===== config.mk =====
export PLATFORM = sky130hd
export DESIGN_NAME = muldiv_hilo_unit_flat
export DESIGN_NICKNAME = d
export VERILOG_FILES = /design/src/rtl/muldiv_hilo_unit_pkg.sv /design/src/rtl/muldiv_hilo_unit_if.sv /design/src/rtl/muldiv_hilo_unit_div_step.sv /design/src/rtl/muldiv_hilo_unit.sv /design/src/flat_wrapper.sv
export SDC_FILE = /design/constraint.sdc
export NUM_CORES = 2
export LEC_CHECK = 0
export CAP_MARGIN = 30
export CORE_MARGIN = 5
export CORE_UTILIZATION = 59
export DETAILED_ROUTE_END_ITERATION = 10
export HOLD_SLACK_MARGIN = 0.02
export PLACE_DENSITY = 0.8
export SYNTH_ARGS = -nofsm -noshare
export SYNTH_HDL_FRONTEND = slang
export SYNTH_HIERARCHICAL = 1
export SYNTH_SLANG_ARGS = --single-unit

===== constraint.sdc =====
create_clock -name clk_i -period 3.05 [get_ports clk_i]
set_input_delay 0.4575 -clock clk_i [delete_from_list [all_inputs] [get_ports clk_i]]
set_output_delay 0.4575 -clock clk_i [all_outputs]
set_load 0.05 [all_outputs]

===== src/rtl/muldiv_hilo_unit_pkg.sv =====
// Shared definitions for the HI/LO multiply/divide unit: FSM states, ALU control codes, step count.
// Latency: n/a (declarations only).
// Backpressure: n/a.
package mips_pkg;

  // ALU control encodings that EX decodes into start_div_i / start_mult_i.
  localparam logic [3:0] CTRL_DIV  = 4'b0011;
  localparam logic [3:0] CTRL_MULT = 4'b1100;

  // One restoring-division iteration per quotient bit.
  localparam int DIV_STEPS = 32;

  typedef enum logic [1:0] {
    ST_IDLE = 2'd0,
    ST_DIV  = 2'd1,
    ST_DONE = 2'd2
  } state_e;

endpackage


===== src/rtl/muldiv_hilo_unit_if.sv =====
// EX-stage <-> HI/LO unit bundle: start/cancel requests, operands, stall, result registers.
// Latency: n/a (wires only).
// Backpressure: busy_o is the stall back toward the pipeline.
// master = pipeline side (drives starts/operands), slave = the HI/LO unit.
interface muldiv_hilo_unit_if #(
  parameter int WIDTH = 32
);
  logic             start_div_i;
  logic             start_mult_i;
  logic             cancel_i;
  logic [WIDTH-1:0] src1_i;
  logic [WIDTH-1:0] src2_i;
  logic             busy_o;
  logic             done_o;
  logic             div_by_zero_o;
  logic [WIDTH-1:0] hi_o;
  logic [WIDTH-1:0] lo_o;

  modport master (
    output start_div_i, start_mult_i, cancel_i, src1_i, src2_i,
    input  busy_o, done_o, div_by_zero_o, hi_o, lo_o
  );

  modport slave (
    input  start_div_i, start_mult_i, cancel_i, src1_i, src2_i,
    output busy_o, done_o, div_by_zero_o, hi_o, lo_o
  );
endinterface


===== src/rtl/muldiv_hilo_unit_div_step.sv =====
// One restoring-division iteration: shift the {remainder, quotient} pair left, subtract if it fits.
// Latency: combinational.
// Backpressure: none.
// Ports: acc_i = current {rem, quo}, div_i = divisor, acc_o = {rem, quo} after this step.
module div_step #(
  parameter int WIDTH = 32
) (
  input  logic [2*WIDTH-1:0] acc_i,
  input  logic [WIDTH-1:0]   div_i,
  output logic [2*WIDTH-1:0] acc_o
);

  logic [2*WIDTH-1:0] acc_s;
  logic [WIDTH-1:0]   upper;

  always_comb begin
    acc_s = acc_i << 1;
    upper = acc_s[2*WIDTH-1:WIDTH];
    acc_o = acc_s;
    if (upper >= div_i) begin
      acc_o[2*WIDTH-1:WIDTH] = upper - div_i;
      acc_o[0]               = 1'b1;  // quotient bit lands in the vacated LSB
    end
  end

endmodule


===== src/rtl/muldiv_hilo_unit.sv =====
// HI/LO unit beside the EX ALU: single-cycle unsigned multiply, WIDTH-step restoring divide.
// Latency: multu 1 cycle; divu WIDTH+1 cycles to results (done_o then), divide-by-zero 1 cycle.
// Backpressure: busy_o stalls the pipeline from the divu issue cycle until the last step.
// Ports: clk_i, rst_i (async active-low), bus (slave side of muldiv_hilo_unit_if).
module muldiv_hilo_unit
  import mips_pkg::*;
#(
  parameter int WIDTH = DIV_STEPS
) (
  input  logic             clk_i,
  input  logic             rst_i,
  muldiv_hilo_unit_if.slave bus
);

  localparam int              CNT_W     = $clog2(WIDTH) + 1;
  localparam logic [CNT_W-1:0] LAST_STEP = CNT_W'(WIDTH - 1);

  state_e               state_q, state_d;
  logic [CNT_W-1:0]     cnt_q, cnt_d;
  logic [2*WIDTH-1:0]   acc_q, acc_d;
  logic [WIDTH-1:0]     div_q, div_d;
  logic [WIDTH-1:0]     hi_q, hi_d;
  logic [WIDTH-1:0]     lo_q, lo_d;
  logic                 dbz_q, dbz_d;

  logic                 accepting;
  logic [2*WIDTH-1:0]   acc_step;
  logic [2*WIDTH-1:0]   product;

  div_step #(.WIDTH(WIDTH)) u_div_step (
    .acc_i (acc_q),
    .div_i (div_q),
    .acc_o (acc_step)
  );

  assign accepting = (state_q != ST_DIV);
  assign product   = {{WIDTH{1'b0}}, bus.src1_i} * {{WIDTH{1'b0}}, bus.src2_i};

  always_comb begin
    state_d = state_q;
    cnt_d   = cnt_q;
    acc_d   = acc_q;
    div_d   = div_q;
    hi_d    = hi_q;
    lo_d    = lo_q;
    dbz_d   = dbz_q;

    if (state_q == ST_DIV) begin
      if (bus.cancel_i) begin
        // Flush abandons the division; architectural HI/LO keep their old values.
        state_d = ST_IDLE;
      end else begin
        acc_d = acc_step;
        cnt_d = cnt_q + CNT_W'(1);
        if (cnt_q == LAST_STEP) begin
          // Commit straight from the step output so results appear one cycle earlier.
          lo_d    = acc_step[WIDTH-1:0];
          hi_d    = acc_step[2*WIDTH-1:WIDTH];
          state_d = ST_DONE;
        end
      end
    end else begin
      // IDLE or DONE: DONE lasts one cycle unless a new division is taken.
      state_d = ST_IDLE;
      if (!bus.cancel_i) begin
        if (bus.start_div_i) begin
          if (bus.src2_i == '0) begin
            lo_d    = '1;
            hi_d    = bus.src1_i;
            dbz_d   = 1'b1;
            state_d = ST_DONE;
          end else begin
            acc_d   = {{WIDTH{1'b0}}, bus.src1_i};
            div_d   = bus.src2_i;
            cnt_d   = '0;
            dbz_d   = 1'b0;
            state_d = ST_DIV;
          end
        end else if (bus.start_mult_i) begin
          hi_d = product[2*WIDTH-1:WIDTH];
          lo_d = product[WIDTH-1:0];
        end
      end
    end
  end

  always_ff @(posedge clk_i or negedge rst_i) begin
    if (!rst_i) begin
      state_q <= ST_IDLE;
      cnt_q   <= '0;
      acc_q   <= '0;
      div_q   <= '0;
      hi_q    <= '0;
      lo_q    <= '0;
      dbz_q   <= 1'b0;
    end else begin
      state_q <= state_d;
      cnt_q   <= cnt_d;
      acc_q   <= acc_d;
      div_q   <= div_d;
      hi_q    <= hi_d;
      lo_q    <= lo_d;
      dbz_q   <= dbz_d;
    end
  end

  // Stall covers the issue cycle of a real (nonzero-divisor) division as well.
  assign bus.busy_o        = (state_q == ST_DIV) ||
                             (accepting && bus.start_div_i && !bus.cancel_i && (bus.src2_i != '0));
  assign bus.done_o        = (state_q == ST_DONE);
  assign bus.div_by_zero_o = dbz_q;
  assign bus.hi_o          = hi_q;
  assign bus.lo_o          = lo_q;

endmodule


===== src/flat_wrapper.sv =====
// flat-port wrapper written by rule: the top's interface ports become plain ports
module muldiv_hilo_unit_flat import mips_pkg::*;
#(
  parameter int WIDTH = DIV_STEPS
)
  (clk_i, rst_i, bus_start_div_i, bus_start_mult_i, bus_cancel_i, bus_src1_i, bus_src2_i, bus_busy_o, bus_done_o, bus_div_by_zero_o, bus_hi_o, bus_lo_o);
  muldiv_hilo_unit_if #(.WIDTH(WIDTH)) bus_i ();
  input  logic clk_i;
  input  logic rst_i;
  input wire logic [$bits(bus_i.start_div_i)-1:0] bus_start_div_i;
  input wire logic [$bits(bus_i.start_mult_i)-1:0] bus_start_mult_i;
  input wire logic [$bits(bus_i.cancel_i)-1:0] bus_cancel_i;
  input wire logic [$bits(bus_i.src1_i)-1:0] bus_src1_i;
  input wire logic [$bits(bus_i.src2_i)-1:0] bus_src2_i;
  output wire logic [$bits(bus_i.busy_o)-1:0] bus_busy_o;
  output wire logic [$bits(bus_i.done_o)-1:0] bus_done_o;
  output wire logic [$bits(bus_i.div_by_zero_o)-1:0] bus_div_by_zero_o;
  output wire logic [$bits(bus_i.hi_o)-1:0] bus_hi_o;
  output wire logic [$bits(bus_i.lo_o)-1:0] bus_lo_o;
  assign bus_i.start_div_i = bus_start_div_i;
  assign bus_i.start_mult_i = bus_start_mult_i;
  assign bus_i.cancel_i = bus_cancel_i;
  assign bus_i.src1_i = bus_src1_i;
  assign bus_i.src2_i = bus_src2_i;
  assign bus_busy_o = bus_i.busy_o;
  assign bus_done_o = bus_i.done_o;
  assign bus_div_by_zero_o = bus_i.div_by_zero_o;
  assign bus_hi_o = bus_i.hi_o;
  assign bus_lo_o = bus_i.lo_o;
  muldiv_hilo_unit #(.WIDTH(WIDTH)) u_core (.clk_i(clk_i), .rst_i(rst_i), .bus(bus_i));
endmodule

==> results of run 1 <==
per-stage QoR:
stage / hold slack, ns / util, % / TNS (ns) / worst slack (ns)
global placement: 0.462 / 70.0 / -297.88 / -5.04
floorplan: 0.162 / - / -189.66 / -4.06
detailed placement: 0.466 / 70.0 / -304.12 / -5.15
CTS: 0.475 / 77.2 / -206.39 / -4.20
timing repair:
| item | CTS |
|---|---|
| endpoints found under the setup margin | 108 |
| setup buffers | 196 |
| hold buffers | 1 |
| pin swaps | 361 |
| endpoints found under the hold margin | 10 |
| resized for setup | 776 |
| cloned | 40 |
metal layers:
metal	global-route usage (%)	GRT overflow
met3	44.9	1
met1	58.2	0
met5	21.7	0
met2	76.9	2
met4	57.1	3
==> results.md, run 1 <==
Die:
- The floorplan has 99 rows.
- approximately 140 I/O pins were placed.
- The die outline height is around 280 um.
- The initial core utilization is 59.4%.
- The floorplan step set the die width to 281 um.

Place:
- The number of placed instances with taps included is 6,155.
- The detailed placer's ending HPWL is around 110 mm.
- The number of port buffers is 135.
- The total placed instance area is 51,000 um2.
- The final estimated routing congestion in global placement is about 0.98.

Clock network:
- Counting the buffers created by CTS gives 17.
- In this run the clock root is driven by a sky130_fd_sc_hd__clkbuf_16.
- The number of H-tree levels is 4.
- The largest buffer count on any clock path is 2.

Run status:
- The stage where the flow stopped is global routing (5_1_grt).
- The flow did not finish.
- The first error in the log reads "[ERROR GRT-0232] Routing congestion too high. Check the congestion heatmap in the GUI".

GRT:
- Global routing used 59.5% of the available tracks.
- The number of antenna violations at the first check in global routing is 43.
- Entering global routing, the biggest net connects 68 pins.
- After global routing the overflow that remains totals 6.

Synthesis:
- Each instance of the synthesized netlist takes up on average 9.12 um2.
- The number of warnings reported in the yosys synthesis log is 6.
- The number of nets in the synthesized netlist is 6,012.
- The post-synthesis instance total is 4,750.
- The cell area after synthesis is 43,300 um2.

STA:
- The classification of the worst endpoint is a register data pin.
- After global-route timing repair, the worst endpoint was u_core/bus.hi_o[28]$_DFFE_PN0P_/D.
==> inputs of run 2 (changes only) <==
--- a/config.mk
+++ b/config.mk
@@ -7,10 +7,9 @@
 export LEC_CHECK = 0
 export CAP_MARGIN = 30
 export CORE_MARGIN = 5
-export CORE_UTILIZATION = 59
+export CORE_UTILIZATION = 40
 export DETAILED_ROUTE_END_ITERATION = 10
-export HOLD_SLACK_MARGIN = 0.02
-export PLACE_DENSITY = 0.8
+export PLACE_DENSITY_LB_ADDON = 0.15
 export SYNTH_ARGS = -nofsm -noshare
 export SYNTH_HDL_FRONTEND = slang
 export SYNTH_HIERARCHICAL = 1
==> constraint.sdc (replaced) <==
create_clock -name clk_i -period 3.95 [get_ports clk_i]
set_input_delay 0.5925 -clock clk_i [delete_from_list [all_inputs] [get_ports clk_i]]
set_output_delay 0.5925 -clock clk_i [all_outputs]
set_load 0.05 [all_outputs]
==> results.md, run 2 <==
STA:
- The total of endpoints with negative setup slack in the final report is between 50 and 60.
- Setup repair after global routing could not meet its margin everywhere.
- The period utilization is 186%.
- For the finished layout, the period the worst path requires is 7.33 ns.
- The slack of the critical path is -3.38 ns.
- The summed negative setup slack over all endpoints is -163.88 ns.
- The clock arrives with 0.0148 ns of skew.
- The relative slew slack is between 40% and 50%.
- The maximum operating frequency is between 0.1 and 0.15 GHz.
- The count of final max-slew check failures is 0.
- For the pin with the worst max-slew slack, the measured transition is 0.873 ns.
- The number of endpoints with negative hold slack in the final report is 0.

Die:
- After floorplanning, the core was divided into 120 placement rows.
- The horizontal die dimension is between 300 and 400 um.
- The core outline area is approximately 110,000 um2.
- The initial core utilization is 40.4%.
- During I/O placement, the number of pins put on the boundary was ~140.
- The floorplan step defined a die boundary enclosing 115,000 um2.
- The die outline height is 339 um.

Clock network:
- The clock edge transition at the registers on the reported setup and hold paths is roughly 0.07 ns.
- Buffers inserted during clock tree synthesis total 17.
- The worst-skew pair later-pin latency is 0.46 ns.
- The number of H-tree levels is 4.
- The TritonCTS sink count is 168.
- The largest buffer count on any clock path is 2.
- The TritonCTS clock tree is yes.
- The clock root buffer is sky130_fd_sc_hd__clkbuf_16.

Run status:
- The checks that failed: design-rule violations, negative setup slack.
- The flow ran to the end, but the final reports show violations.

Cells and area:
- The layout has 9,803 filler cells.
- Cells with a size suffix above 1 make up 27.2% of the layout.
- The final layout contains 6,597 nets.
- In the layout the commonest cells are sky130_fd_sc_hd__inv_1 (870), sky130_fd_sc_hd__fa_1 (800), sky130_fd_sc_hd__buf_4 (541), sky130_fd_sc_hd__and2_1 (522), sky130_fd_sc_hd__nand2_1 (511).
- The area overhead of the layout relative to synthesis is 30.4%.
- More flip-flops sit in one register than any other, and that register is u_core/acc_q.
- The most common cell after layout, fill and taps aside is sky130_fd_sc_hd__inv_1.
- The flip-flop count of the largest register, all copies and words added is 63.

Critical path:
- The critical path launch point type is a primary input.
- The worst flop-to-flop path startpoint is u_core/acc_q[31].
- The kind of capture point of the worst setup path is a register.
- The worst register-to-register path ends at u_core/bus.hi_o[26].
- The path type of the worst setup path is in -> reg.
- The arrival time reported for the critical path endpoint is 7.66 ns.
- The setup slack on the worst flop-to-flop path is 0.29 ns.
- STA puts the critical path data required time at 4.28 ns.
- In this run the worst path has a maximum fanout of 5.
- For the worst flop-to-flop path, the logic depth is 15.

Routing:
- For this block, the initial DRC count from the detailed router was 2,718.
- After detailed routing, the total wire length is approximately 160 mm.
- The detail route stage leaves a number of antenna-violating nets equal to 0.
- Detailed routing inserted a total of 35,804 vias.
- Using the TritonRoute via totals, the vias-per-cell ratio works out to 5.29.
- The wire length per cell after detailed routing is 24.2 um.
- The number of optimization iterations in the first detailed-route pass is 11.
- For this run, design rule violations remaining after detail routing come to 1.

Synthesis:
- The average instance in the mapped netlist occupies 9.12 um2.
- Counting every net in the synthesized netlist gives 6,012.
- After technology mapping, the gate count stands at 4,750.
- The number of warnings reported in the yosys synthesis log is 6.
- The mapped netlist covers roughly 43,000 um2.

Worst hold path:
- The class of the most critical hold timing path is reg -> reg.
- The endpoint of the worst hold-timing path is u_core/bus.div_by_zero_o.
- The worst hold path passes through 2 cells.
- The source of the worst hold timing path is u_core/bus.div_by_zero_o.

Place:
- The number of port buffers is around 140.
- Once detailed placement completed, the half-perimeter wirelength came to 123 mm.
- At the end of routability-driven placement, the weighted congestion stood at 0.900.

GRT:
- The via count of the first global-routing pass is 38,165.
- Entering global routing, the biggest net connects 98 pins.
- The number of antenna violations at the first check in global routing is 11.
- The first-pass GRT wire length is ~250 mm.
- The total overflow left after global routing is 0.
- Global routing used 28.4% of the available tracks across all layers.

Flow run:
- The number of max-capacitance violations reported is 0.
## run 2: worst max-delay path, cell delays in order
cell and delay, ns:
sky130_fd_sc_hd__buf_12 0.12, sky130_fd_sc_hd__buf_16 0.13, sky130_fd_sc_hd__and2_4 0.15, sky130_fd_sc_hd__fa_1 0.55, sky130_fd_sc_hd__inv_2 0.05, sky130_fd_sc_hd__fa_1 0.54
sky130_fd_sc_hd__inv_1 0.05, sky130_fd_sc_hd__fa_1 0.49, sky130_fd_sc_hd__inv_2 0.04, sky130_fd_sc_hd__fa_2 0.52, sky130_fd_sc_hd__inv_2 0.04, sky130_fd_sc_hd__fa_2 0.54
sky130_fd_sc_hd__fa_2 0.44, sky130_fd_sc_hd__fa_1 0.47, sky130_fd_sc_hd__fa_2 0.62, sky130_fd_sc_hd__ha_4 0.25, sky130_fd_sc_hd__a21oi_4 0.17, sky130_fd_sc_hd__o21ai_2 0.09
sky130_fd_sc_hd__or4_4 0.52, sky130_fd_sc_hd__a221oi_2 0.18, sky130_fd_sc_hd__buf_4 0.19, sky130_fd_sc_hd__nor3_4 0.06, sky130_fd_sc_hd__nor3_4 0.28, sky130_fd_sc_hd__o31ai_2 0.13
sky130_fd_sc_hd__a31oi_1 0.17, sky130_fd_sc_hd__xor2_1 0.20, sky130_fd_sc_hd__a211oi_2 0.08
## run 2: what timing repair did
item / 4_1_cts / 5_1_grt
resized for setup: 662 / 293
hold buffers: 0 / 1
pin swaps: 296 / 253
gates cloned: 35 / 2
endpoints found under the hold margin: 0 / 1
buffers inserted: 105 / 62
setup endpoints to repair: 60 / 59
## run 2: per-stage QoR
stage | std cells | utilization, % | hold slack, ns | worst slack [ns] | instance area [um2]
5_1_grt | 6752 | 52.6 | 0.482 | -3.52 | 56500
3_3_place_gp | 6542 | 47.2 | 0.468 | -4.31 | 50700
4_1_cts | 6700 | 51.3 | 0.302 | -3.43 | 55100
3_5_place_dp | 6542 | 47.2 | 0.470 | -4.36 | 50700
2_1_floorplan | 4750 | - | 0.297 | -3.29 | 44300
6_report | 6763 | 52.6 | 0.474 | -3.38 | 56500
## run 2: worst max path at each step
stage	start	endpoint	slack [ns]
after floorplan	bus_src2_i[23]	u_core/bus.hi_o[28]	-3.29
after detailed placement	bus_src2_i[2]	u_core/bus.hi_o[12]	-4.36
after global routing	bus_src1_i[10]	u_core/bus.hi_o[28]	-3.52
final	bus_src1_i[10]	u_core/bus.hi_o[28]	-3.38
after CTS	bus_src2_i[5]	u_core/bus.hi_o[28]	-3.43
after global placement	bus_src2_i[2]	u_core/bus.hi_o[12]	-4.31
## run 2: layout make-up
cell class | instances | area, um2 | area share (%)
diodes | 13 | 32.5 | 0.0576
clock buffers | 19 | 443 | 0.784
clock inverters | 12 | 118 | 0.208
inverters | 929 | 3490 | 6.18
multi-input cells | 3323 | 36900 | 65.3
flip-flops and latches | 168 | 4200 | 7.44
well taps | 1403 | 1760 | 3.11
repair buffers | 896 | 9570 | 16.9
## run 2: routing by layer
layer,track usage (%),vias up,wire (um)
met1,38.9,18579,68800
li1,-,15757,-
met3,2.81,243,9290
met5,0,-,0
met4,9.96,0,7870
met2,47.3,1225,77500
Power of run 2 is left out: the tool's default activity adds up to more than one toggle a clock period on the data nets, which glitch-free logic cannot reach.
